--- src/rtl/hazard_pkg.sv ---
// Shared types for the pipeline hazard controller: forwarding selects and
// memory-wait FSM states.
package hazard_pkg;

    typedef enum logic [1:0] {
        FWD_RF = 2'b00,
        FWD_W  = 2'b01,
        FWD_M  = 2'b10
    } fwd_sel_t;

    typedef enum logic {
        RUN      = 1'b0,
        MEM_WAIT = 1'b1
    } hz_state_t;

endpackage

--- src/rtl/hazard_sat_cnt.sv ---
// Saturating up-counter with synchronous reset; holds at all-ones instead of wrapping.
module hazard_sat_cnt #(
    parameter int CNT_WIDTH = 32
) (
    input  logic                 clk,
    input  logic                 rst,
    input  logic                 inc,
    output logic [CNT_WIDTH-1:0] cnt
);

    always_ff @(posedge clk) begin
        if (rst) begin
            cnt <= '0;
        end else if (inc && (cnt != {CNT_WIDTH{1'b1}})) begin
            cnt <= cnt + 1'b1;
        end
    end

endmodule

--- src/rtl/hazard_unit.sv ---
// Hazard controller for the F/D/E/M/W core: EX forwarding, load-use/RAW stalls,
// branch flushes, a memory-wait FSM and saturating stall/flush counters.
module hazard_unit
    import hazard_pkg::*;
#(
    parameter int ADDR_WIDTH = 5,
    parameter int CNT_WIDTH  = 32,
    parameter int FORWARD_EN = 1
) (
    input  logic                  clk_i,
    input  logic                  rst_i,
    input  logic [ADDR_WIDTH-1:0] rs1D_i,
    input  logic [ADDR_WIDTH-1:0] rs2D_i,
    input  logic [ADDR_WIDTH-1:0] rs1E_i,
    input  logic [ADDR_WIDTH-1:0] rs2E_i,
    input  logic [ADDR_WIDTH-1:0] rdE_i,
    input  logic [ADDR_WIDTH-1:0] rdM_i,
    input  logic [ADDR_WIDTH-1:0] rdW_i,
    input  logic                  reg_writeE_i,
    input  logic                  reg_writeM_i,
    input  logic                  reg_writeW_i,
    input  logic                  loadE_i,
    input  logic                  pc_srcE_i,
    input  logic                  mem_req_i,
    input  logic                  mem_ack_i,
    output logic [1:0]            forward_aE_o,
    output logic [1:0]            forward_bE_o,
    output logic                  stallF_o,
    output logic                  stallD_o,
    output logic                  stallE_o,
    output logic                  stallM_o,
    output logic                  flushD_o,
    output logic                  flushE_o,
    output logic                  flushW_o,
    output logic                  mem_wait_o,
    output logic [CNT_WIDTH-1:0]  stall_cnt_o,
    output logic [CNT_WIDTH-1:0]  flush_cnt_o
);

    // x0 is hard-wired zero, so it never creates a dependency.
    function automatic logic hit(input logic [ADDR_WIDTH-1:0] rd,
                                 input logic [ADDR_WIDTH-1:0] rs);
        return (rd != '0) && (rd == rs);
    endfunction

    hz_state_t state, state_next;
    fwd_sel_t  fwd_a, fwd_b;
    logic      data_stall;
    logic      mem_stall;

    always_ff @(posedge clk_i) begin
        if (rst_i) begin
            state <= RUN;
        end else begin
            state <= state_next;
        end
    end

    // Memory handshake: mem_req_i is held by M for the whole access; the access
    // completes in the cycle mem_ack_i is high, and the pipeline advances on that edge.
    always_comb begin
        state_next = state;
        mem_stall  = 1'b0;
        case (state)
            RUN: begin
                if (mem_req_i && !mem_ack_i) begin
                    state_next = MEM_WAIT;
                    mem_stall  = 1'b1;
                end
            end
            MEM_WAIT: begin
                if (mem_ack_i) begin
                    state_next = RUN;
                end else begin
                    mem_stall = 1'b1;
                end
            end
            default: state_next = RUN;
        endcase
    end

    always_comb begin
        fwd_a      = FWD_RF;
        fwd_b      = FWD_RF;
        data_stall = 1'b0;
        if (FORWARD_EN != 0) begin
            if (reg_writeM_i && hit(rdM_i, rs1E_i))      fwd_a = FWD_M;
            else if (reg_writeW_i && hit(rdW_i, rs1E_i)) fwd_a = FWD_W;
            if (reg_writeM_i && hit(rdM_i, rs2E_i))      fwd_b = FWD_M;
            else if (reg_writeW_i && hit(rdW_i, rs2E_i)) fwd_b = FWD_W;
            data_stall = loadE_i && (hit(rdE_i, rs1D_i) || hit(rdE_i, rs2D_i));
        end else begin
            data_stall = (reg_writeE_i && (hit(rdE_i, rs1D_i) || hit(rdE_i, rs2D_i)))
                      || (reg_writeM_i && (hit(rdM_i, rs1D_i) || hit(rdM_i, rs2D_i)))
                      || (reg_writeW_i && (hit(rdW_i, rs1D_i) || hit(rdW_i, rs2D_i)));
        end
    end

    // Priority: reset > memory wait > control flush > data stall.
    always_comb begin
        forward_aE_o = 2'b00;
        forward_bE_o = 2'b00;
        stallF_o     = 1'b0;
        stallD_o     = 1'b0;
        stallE_o     = 1'b0;
        stallM_o     = 1'b0;
        flushD_o     = 1'b0;
        flushE_o     = 1'b0;
        flushW_o     = 1'b0;
        mem_wait_o   = 1'b0;
        if (rst_i) begin
            flushD_o = 1'b1;
            flushE_o = 1'b1;
            flushW_o = 1'b1;
        end else begin
            forward_aE_o = fwd_a;
            forward_bE_o = fwd_b;
            mem_wait_o   = (state == MEM_WAIT);
            if (mem_stall) begin
                stallF_o = 1'b1;
                stallD_o = 1'b1;
                stallE_o = 1'b1;
                stallM_o = 1'b1;
                flushW_o = 1'b1;
            end else if (pc_srcE_i) begin
                flushD_o = 1'b1;
                flushE_o = 1'b1;
            end else if (data_stall) begin
                stallF_o = 1'b1;
                stallD_o = 1'b1;
                flushE_o = 1'b1;
            end
        end
    end

    hazard_sat_cnt #(.CNT_WIDTH(CNT_WIDTH)) u_stall_cnt (
        .clk (clk_i),
        .rst (rst_i),
        .inc (stallF_o),
        .cnt (stall_cnt_o)
    );

    hazard_sat_cnt #(.CNT_WIDTH(CNT_WIDTH)) u_flush_cnt (
        .clk (clk_i),
        .rst (rst_i),
        .inc (flushD_o && !rst_i),
        .cnt (flush_cnt_o)
    );

endmodule

--- config.mk ---
export PLATFORM = sky130hd
export DESIGN_NAME = hazard_unit
export DESIGN_NICKNAME = d
export VERILOG_FILES = /design/src/rtl/hazard_pkg.sv /design/src/rtl/hazard_sat_cnt.sv /design/src/rtl/hazard_unit.sv
export SDC_FILE = /design/constraint.sdc
export NUM_CORES = 1
export LEC_CHECK = 0
export ABC_CLOCK_PERIOD_IN_PS = 3900
export BUFFER_PORTS_ARGS = -buffer_cell sky130_fd_sc_hd__buf_2
export CORE_MARGIN = 4
export CORE_UTILIZATION = 40
export CTS_CLUSTER_DIAMETER = 30
export DETAILED_ROUTE_END_ITERATION = 10
export GPL_TIMING_DRIVEN = 0
export HOLD_SLACK_MARGIN = 0.05
export PLACE_DENSITY_LB_ADDON = 0.05
export SLEW_MARGIN = 20
export SYNTH_ARGS = -nofsm -noshare
export SYNTH_HDL_FRONTEND = slang
export SYNTH_SLANG_ARGS = --single-unit
--- constraint.sdc ---
create_clock -name clk_i -period 3.9 [get_ports clk_i]
set_input_delay 0.78 -clock clk_i [delete_from_list [all_inputs] [get_ports clk_i]]
set_output_delay 0.78 -clock clk_i [all_outputs]
set_load 0.01 [all_outputs]
==> results.py, run 1 <==
metrics = {
    "logic_synthesis": {
        "synth_edf_count": 0,
        "ys_dominant_reg_cell": "dfxtp_1",
        "yosys-top-cells-area": "dfxtp_1, xnor2_1, nand3_1, or4_1, nor2_1",
        "ys_ff_latch": 65,
        "synth.most_common_cell": "dfxtp_1",
        "synthesis.area_um2": 3680,
        "yosys.area.top_type": "dfxtp_1",
        "ys_async_sr_fraction_pct": 0,
        "synth_top_area_share_pct": 35.4,
        "yosysUniqueCellTypes": 53,
        "yosys_warnings": 0,
        "syn_area_per_cell_um2": 8.31,
        "ys_seq_area_share_pct": 35.4,
        "synth_commonest_cells": "dfxtp_1, xnor2_1, nor2_1",
        "synth.net_count": 489,
        "syn_inst": 443,
    },
    "timing": {
        "hold_viol_final": 0,
        "period_share_pct": 93.5,
        "maxSlewViolCount": 0,
        "rsz0062_at_grt": "no",
        "slew_headroom_pct": 54.4,
        "fin_skew_ns": 0.0134,
        "fin_crit_ns": 3.65,
        "worstMarginPinSlew_ns": 0.684,
        "fin_setup_tns_ns": 0,
        "max_freq_mhz": 274,
        "setup_viol": 0,
    },
    "cts": {
        "clk_latency_ns": 0.34,
        "cts_buffers": 9,
        "cts_max_path_buffers": 2,
        "clock-root-buffer": "clkbuf_8",
        "postCtsSetupRepairBufs": 0,
        "htree_num_levels": 3,
        "cts_hold_buf": 0,
        "cts.sinks": 65,
        "cts_tree": "yes",
        "clk_pin_slew_ns": 0.08,
        "cts_repair_resize_count": 0,
    },
    "floorplanning": {
        "start_util_pct": 41.6,
        "die_x_um": 104,
        "coreArea_um2": 8850,
        "die-area_um2": 10800,
        "die_h_um": 104,
        "fp-row-count": 34,
        "boundaryPins": 120,
    },
    "layout": {
        "area_growth_pct": 25.3,
        "nets": 618,
        "final_cell_area_um2": 4610,
        "fillCellCount": 876,
        "drive_gt1_share_pct": 27.4,
        "antennaDiodeCount": 0,
        "final_core_utilization_pct": 52.1,
        "final_cells": 685,
    },
    "detailed_routing": {
        "wl_per_cell_um": 15.8,
        "drt-initial-drc-count": 138,
        "vias_per_cell": 5.56,
        "ant_nets": 0,
        "dr.pass1.iters": 4,
        "wirelength_mm": 10.8,
        "drcViolationCount": 0,
        "num_vias": 3812,
    },
    "global_route": {
        "grt_pass1_vias": 3610,
        "overflow": 0,
        "grtUsageTotal_pct": 19.9,
        "grt_pass1_wl_mm": 18.0,
        "antenna_found_initial": 0,
        "grt_max_degree": 13,
    },
    "power_and_ir_drop": {
        "p_sw_w": 0.000366,
        "pwr-share-clk_pct": 43.0,
        "peakVddDrop_v": 0.000169,
        "combPwrFrac_pct": 9.1,
        "p_int_w": 0.00103,
        "power.total_w": 0.00140,
        "seqPwrFrac_pct": 47.9,
        "p_per_area_nw_per_um2": 303,
        "p_leak_nw": 1.83,
        "swShare_pct": 26.2,
    },
    "setup_path": {
        "crit_end": "stallF_o",
        "endpoint_kind": "primary output",
        "startpoint": "rdE_i[1]",
        "cp_max_fo": 10,
        "timing.rr.start": "u_flush_cnt.cnt[17]$_SDFFE_PP0P_",
        "r2r-end": "u_flush_cnt.cnt[25]$_SDFFE_PP0P_",
        "r2r_slack_ns": 1.31,
        "critical_path_class": "in -> out",
        "required_ns": 3.12,
        "reg2reg_depth": 7,
        "setup.worst_path.start_class": "primary input",
        "worst_ep_arrival_time_ns": 2.87,
    },
    "placed_design": {
        "dpl_cell_area_um2": 4410,
        "gp_congestion": 0.844,
        "io_buffers": 118,
        "hpwl_mm": 8.20,
        "dp_cells": 669,
    },
    "hold_path": {
        "hold_class": "reg -> reg",
    },
    "run_status": {
        "status": "finished clean",
    },
    "flow_run": {
        "drv_cap": 0,
    },
}
-- worst min-delay path by stage --
stage,start,endpoint,slack [ns],depth (start not counted)
finish,u_stall_cnt.cnt[2]$_SDFFE_PP0P_,u_stall_cnt.cnt[2]$_SDFFE_PP0P_,0.50,1
global route,u_stall_cnt.cnt[17]$_SDFFE_PP0P_,u_stall_cnt.cnt[17]$_SDFFE_PP0P_,0.53,2
CTS,u_stall_cnt.cnt[9]$_SDFFE_PP0P_,u_stall_cnt.cnt[9]$_SDFFE_PP0P_,0.51,2
detailed placement,u_stall_cnt.cnt[2]$_SDFFE_PP0P_,u_stall_cnt.cnt[2]$_SDFFE_PP0P_,0.49,1
global placement,u_stall_cnt.cnt[9]$_SDFFE_PP0P_,u_stall_cnt.cnt[9]$_SDFFE_PP0P_,0.48,2
floorplan,u_stall_cnt.cnt[9]$_SDFFE_PP0P_,u_stall_cnt.cnt[9]$_SDFFE_PP0P_,0.50,2
-- cell type report --
type,count,area (um^2),area share (%)
multi-input cells,348,2240,48.7
flip-flops and latches,65,1300,28.2
repair buffers,118,591,12.8
clock buffers,10,138,2.99
well taps,108,135,2.93
plain buffers,22,106,2.31
clock inverters,6,66.3,1.44
inverters,8,30.0,0.651
-- sequential cells by signal, indices dropped and copies added, names as in the netlist --
signal and cells:
state 1, u_stall_cnt.cnt 32, u_flush_cnt.cnt 32
-- through the flow --
stage	setup slack [ns]	hold slack, ns
detailed placement	0.218	0.493
CTS	0.227	0.507
floorplan	0.911	0.504
global placement	0.232	0.477
finish	0.255	0.504
global route	0.0884	0.530
-- kinds of logic after synthesis --
| logic type | Yosys count | synth area share, % |
|---|---|---|
| fa+ha+maj | 2 | 0.680 |
| mux | 7 | 2.07 |
| xor+xnor | 53 | 12.6 |
| simple gates | 214 | 32.9 |
| flops | 65 | 35.4 |
| compound gates | 72 | 12.7 |
| buf+inv | 30 | 3.70 |
-- worst max-delay path: stages --
cell and delay [ns]:
buf_2 0.12, or4_1 0.50, o21ai_0 0.21, nor3_1 0.08
a21oi_2 0.41, buf_2 0.33, inv_2 0.14, buf_4 0.15
buf_2 0.13
-- cells in the final DEF, fill, tap and decap left out, types with 6 or more instances in the layout --
cell type  count
and3_1         9
clkbuf_8      10
clkbuf_1      10
nor2b_1        6
nand4_1       10
xnor2_1       43
and4_1         6
o21ai_0       13
nor2_1        38
nor3_1        24
buf_2        125
or3_1          9
dfxtp_1       65
a21oi_1       23
o31ai_1       15
nand2_1       29
inv_1          7
or4_1         20
nand3_1       32
xor2_1        10
and2_1         6
-- metal layers --
metal  GRT usage (%)  share of wire [%]
met1            26.6                 47
met2            31.4                 45
met3            5.52                7.3
met4            6.08               0.67
met5               0                  0
-- power groups by stage --
stage	logic [W]	clock network, W	registers, W
3_3_place_gp	0.000127	0	0.000686
4_1_cts	0.000129	0.000614	0.000670
3_5_place_dp	0.000129	0	0.000686
2_1_floorplan	0.0000670	0	0.000686
5_1_grt	0.000142	0.000645	0.000671
6_report	0.000128	0.000601	0.000670
(Power assumes the default switching activity.)
==> run 2, diff against run 1 <==
REMOVE_ABC_BUFFERS = 1   (was unset)
==> results.py, run 2 (synthesis gave the netlist of run 1 again) <==
metrics = {
    "layout": {
        "area_growth_pct": 23.6,
        "antennaDiodeCount": 0,
        "mostFrequentLayoutCells": "buf_2, dfxtp_1, xnor2_1, nor2_1, nand3_1",
        "nets": 599,
        "layout_commonest_cell": "buf_2",
        "largestRegisters": "u_flush_cnt.cnt x32, u_stall_cnt.cnt x32, state x1",
        "drive_gt1_share_pct": 27.2,
    },
    "setup_path": {
        "reg2reg_depth": 6,
        "timing.rr.start": "u_flush_cnt.cnt[17]$_SDFFE_PP0P_",
        "worst_ep_arrival_time_ns": 2.85,
        "r2r_slack_ns": 1.17,
        "cp_max_fo": 27,
        "r2r-end": "u_flush_cnt.cnt[0]$_SDFFE_PP0P_",
        "critical_path_class": "in -> out",
        "setup.worst_path.start_class": "primary input",
        "required_ns": 3.12,
        "endpoint_kind": "primary output",
    },
    "detailed_routing": {
        "ant_nets": 0,
        "dr.pass1.iters": 4,
        "wl_per_cell_um": 14.7,
        "drt-initial-drc-count": 140,
        "vias_per_cell": 5.52,
        "wirelength_mm": 9.79,
        "drcViolationCount": 0,
        "num_vias": 3678,
    },
    "global_route": {
        "antenna_found_initial": 0,
        "grt_pass1_vias": 3510,
        "grtUsageTotal_pct": 18.0,
        "busiest_layer": "met2",
        "grt_pass1_wl_mm": 16.5,
        "grtUsageMet1_pct": 23.4,
        "grt_use_met3_pct": 5.03,
        "overflow": 0,
        "grtUsageMet2_pct": 29.2,
        "grt_max_degree": 70,
    },
    "flow_run": {
        "drv_cap": 0,
    },
    "power_and_ir_drop": {
        "combPwrFrac_pct": 9.3,
        "p_int_w": 0.000947,
        "p_per_area_nw_per_um2": 285,
        "pwr-share-clk_pct": 39.0,
        "seqPwrFrac_pct": 51.6,
        "p_leak_nw": 1.80,
        "p_sw_w": 0.000351,
        "peakVddDrop_v": 0.000112,
        "swShare_pct": 27.1,
    },
    "timing": {
        "maxSlewViolCount": 0,
        "rsz0062_at_grt": "no",
        "layout_setup_ws_ns": 0.271,
        "whs_ns": 0.494,
        "fin_skew_ns": 0.0152,
        "slew_headroom_pct": 34.4,
        "hold_viol_final": 0,
        "worstMarginPinSlew_ns": 0.977,
        "max_freq_mhz": 276,
        "period_share_pct": 93.1,
        "fin_crit_ns": 3.63,
        "setup_viol": 0,
    },
    "hold_path": {
        "hp-start": "u_stall_cnt.cnt[9]$_SDFFE_PP0P_",
        "hold_class": "reg -> reg",
        "hold_path_end": "u_stall_cnt.cnt[9]$_SDFFE_PP0P_",
        "min_path_cells": 2,
    },
    "floorplanning": {
        "coreArea_um2": 8850,
        "die_h_um": 104,
        "die-area_um2": 10800,
        "boundaryPins": 120,
        "fp-row-count": 34,
        "start_util_pct": 41.6,
        "die_x_um": 104,
    },
    "cts": {
        "cts_max_path_buffers": 2,
        "clk_pin_slew_ns": 0.07,
        "cts_buffers": 9,
        "cts_repair_resize_count": 0,
        "clock-root-buffer": "clkbuf_8",
        "cts_tree": "yes",
        "htree_num_levels": 3,
        "postCtsSetupRepairBufs": 0,
        "cts.sinks": 65,
        "cts_hold_buf": 0,
        "clk_latency_ns": 0.34,
    },
    "placed_design": {
        "hpwl_mm": 7.12,
        "gp_congestion": 0.804,
        "dp_slack_ns": 0.277,
        "io_buffers": 118,
    },
    "run_status": {
        "status": "finished clean",
    },
}
run 2: cell type report:
class,instances,area (um^2)
multi-input cells,348,2270
clock buffers,9,124
flip-flops and latches,65,1300
well taps,108,135
repair buffers,121,639
fillers,872,4300
clock inverters,7,47.5
inverters,8,30.0
run 2: per-stage QoR:
stage	instances	TNS [ns]	cell area (um^2)	utilization [%]	power, W
finish	666	0	4550	51.4	0.00130
global route	666	0	4550	51.4	0.00136
CTS	666	0	4540	51.3	0.00132
detailed placement	650	0	4370	49.4	0.000808
global placement	647	-41.81	4300	48.6	0.000802
floorplan	421	-2.42	3570	-	0.000741
run 2: per-layer routing:
layer	share of wire [%]	vias up
met3	6.6	11
met1	47	1690
met2	45	108
li1	-	1869
met4	1.3	0
met5	0	-
run 2: how the worst max path moves through the flow:
| stage | from | endpoint | slack, ns | cells past startpoint |
|---|---|---|---|---|
| 2_1_floorplan | u_stall_cnt.cnt[19]$_SDFFE_PP0P_ | u_stall_cnt.cnt[11]$_SDFFE_PP0P_ | -0.43 | 6 |
| 3_3_place_gp | u_stall_cnt.cnt[19]$_SDFFE_PP0P_ | u_stall_cnt.cnt[11]$_SDFFE_PP0P_ | -1.86 | 6 |
| 3_5_place_dp | rdE_i[1] | stallD_o | 0.28 | 8 |
| 4_1_cts | rdE_i[1] | stallD_o | 0.28 | 8 |
| 5_1_grt | rdE_i[1] | stallD_o | 0.10 | 8 |
| 6_report | rdE_i[1] | stallD_o | 0.27 | 8 |
run 2: critical path, cell delays in order:
cell and delay (ns):
buf_2 0.12, or4_1 0.50, o21ai_0 0.20, nor3_1 0.11
a21oi_4 0.64, buf_16 0.24, inv_2 0.10, buf_2 0.15
run 2: power by group through the flow:
stage	registers, W	logic [W]	clock network, W
6_report	0.000670	0.000121	0.000507
5_1_grt	0.000671	0.000134	0.000558
4_1_cts	0.000670	0.000122	0.000525
3_5_place_dp	0.000686	0.000122	0
3_3_place_gp	0.000686	0.000116	0
2_1_floorplan	0.000686	0.0000549	0
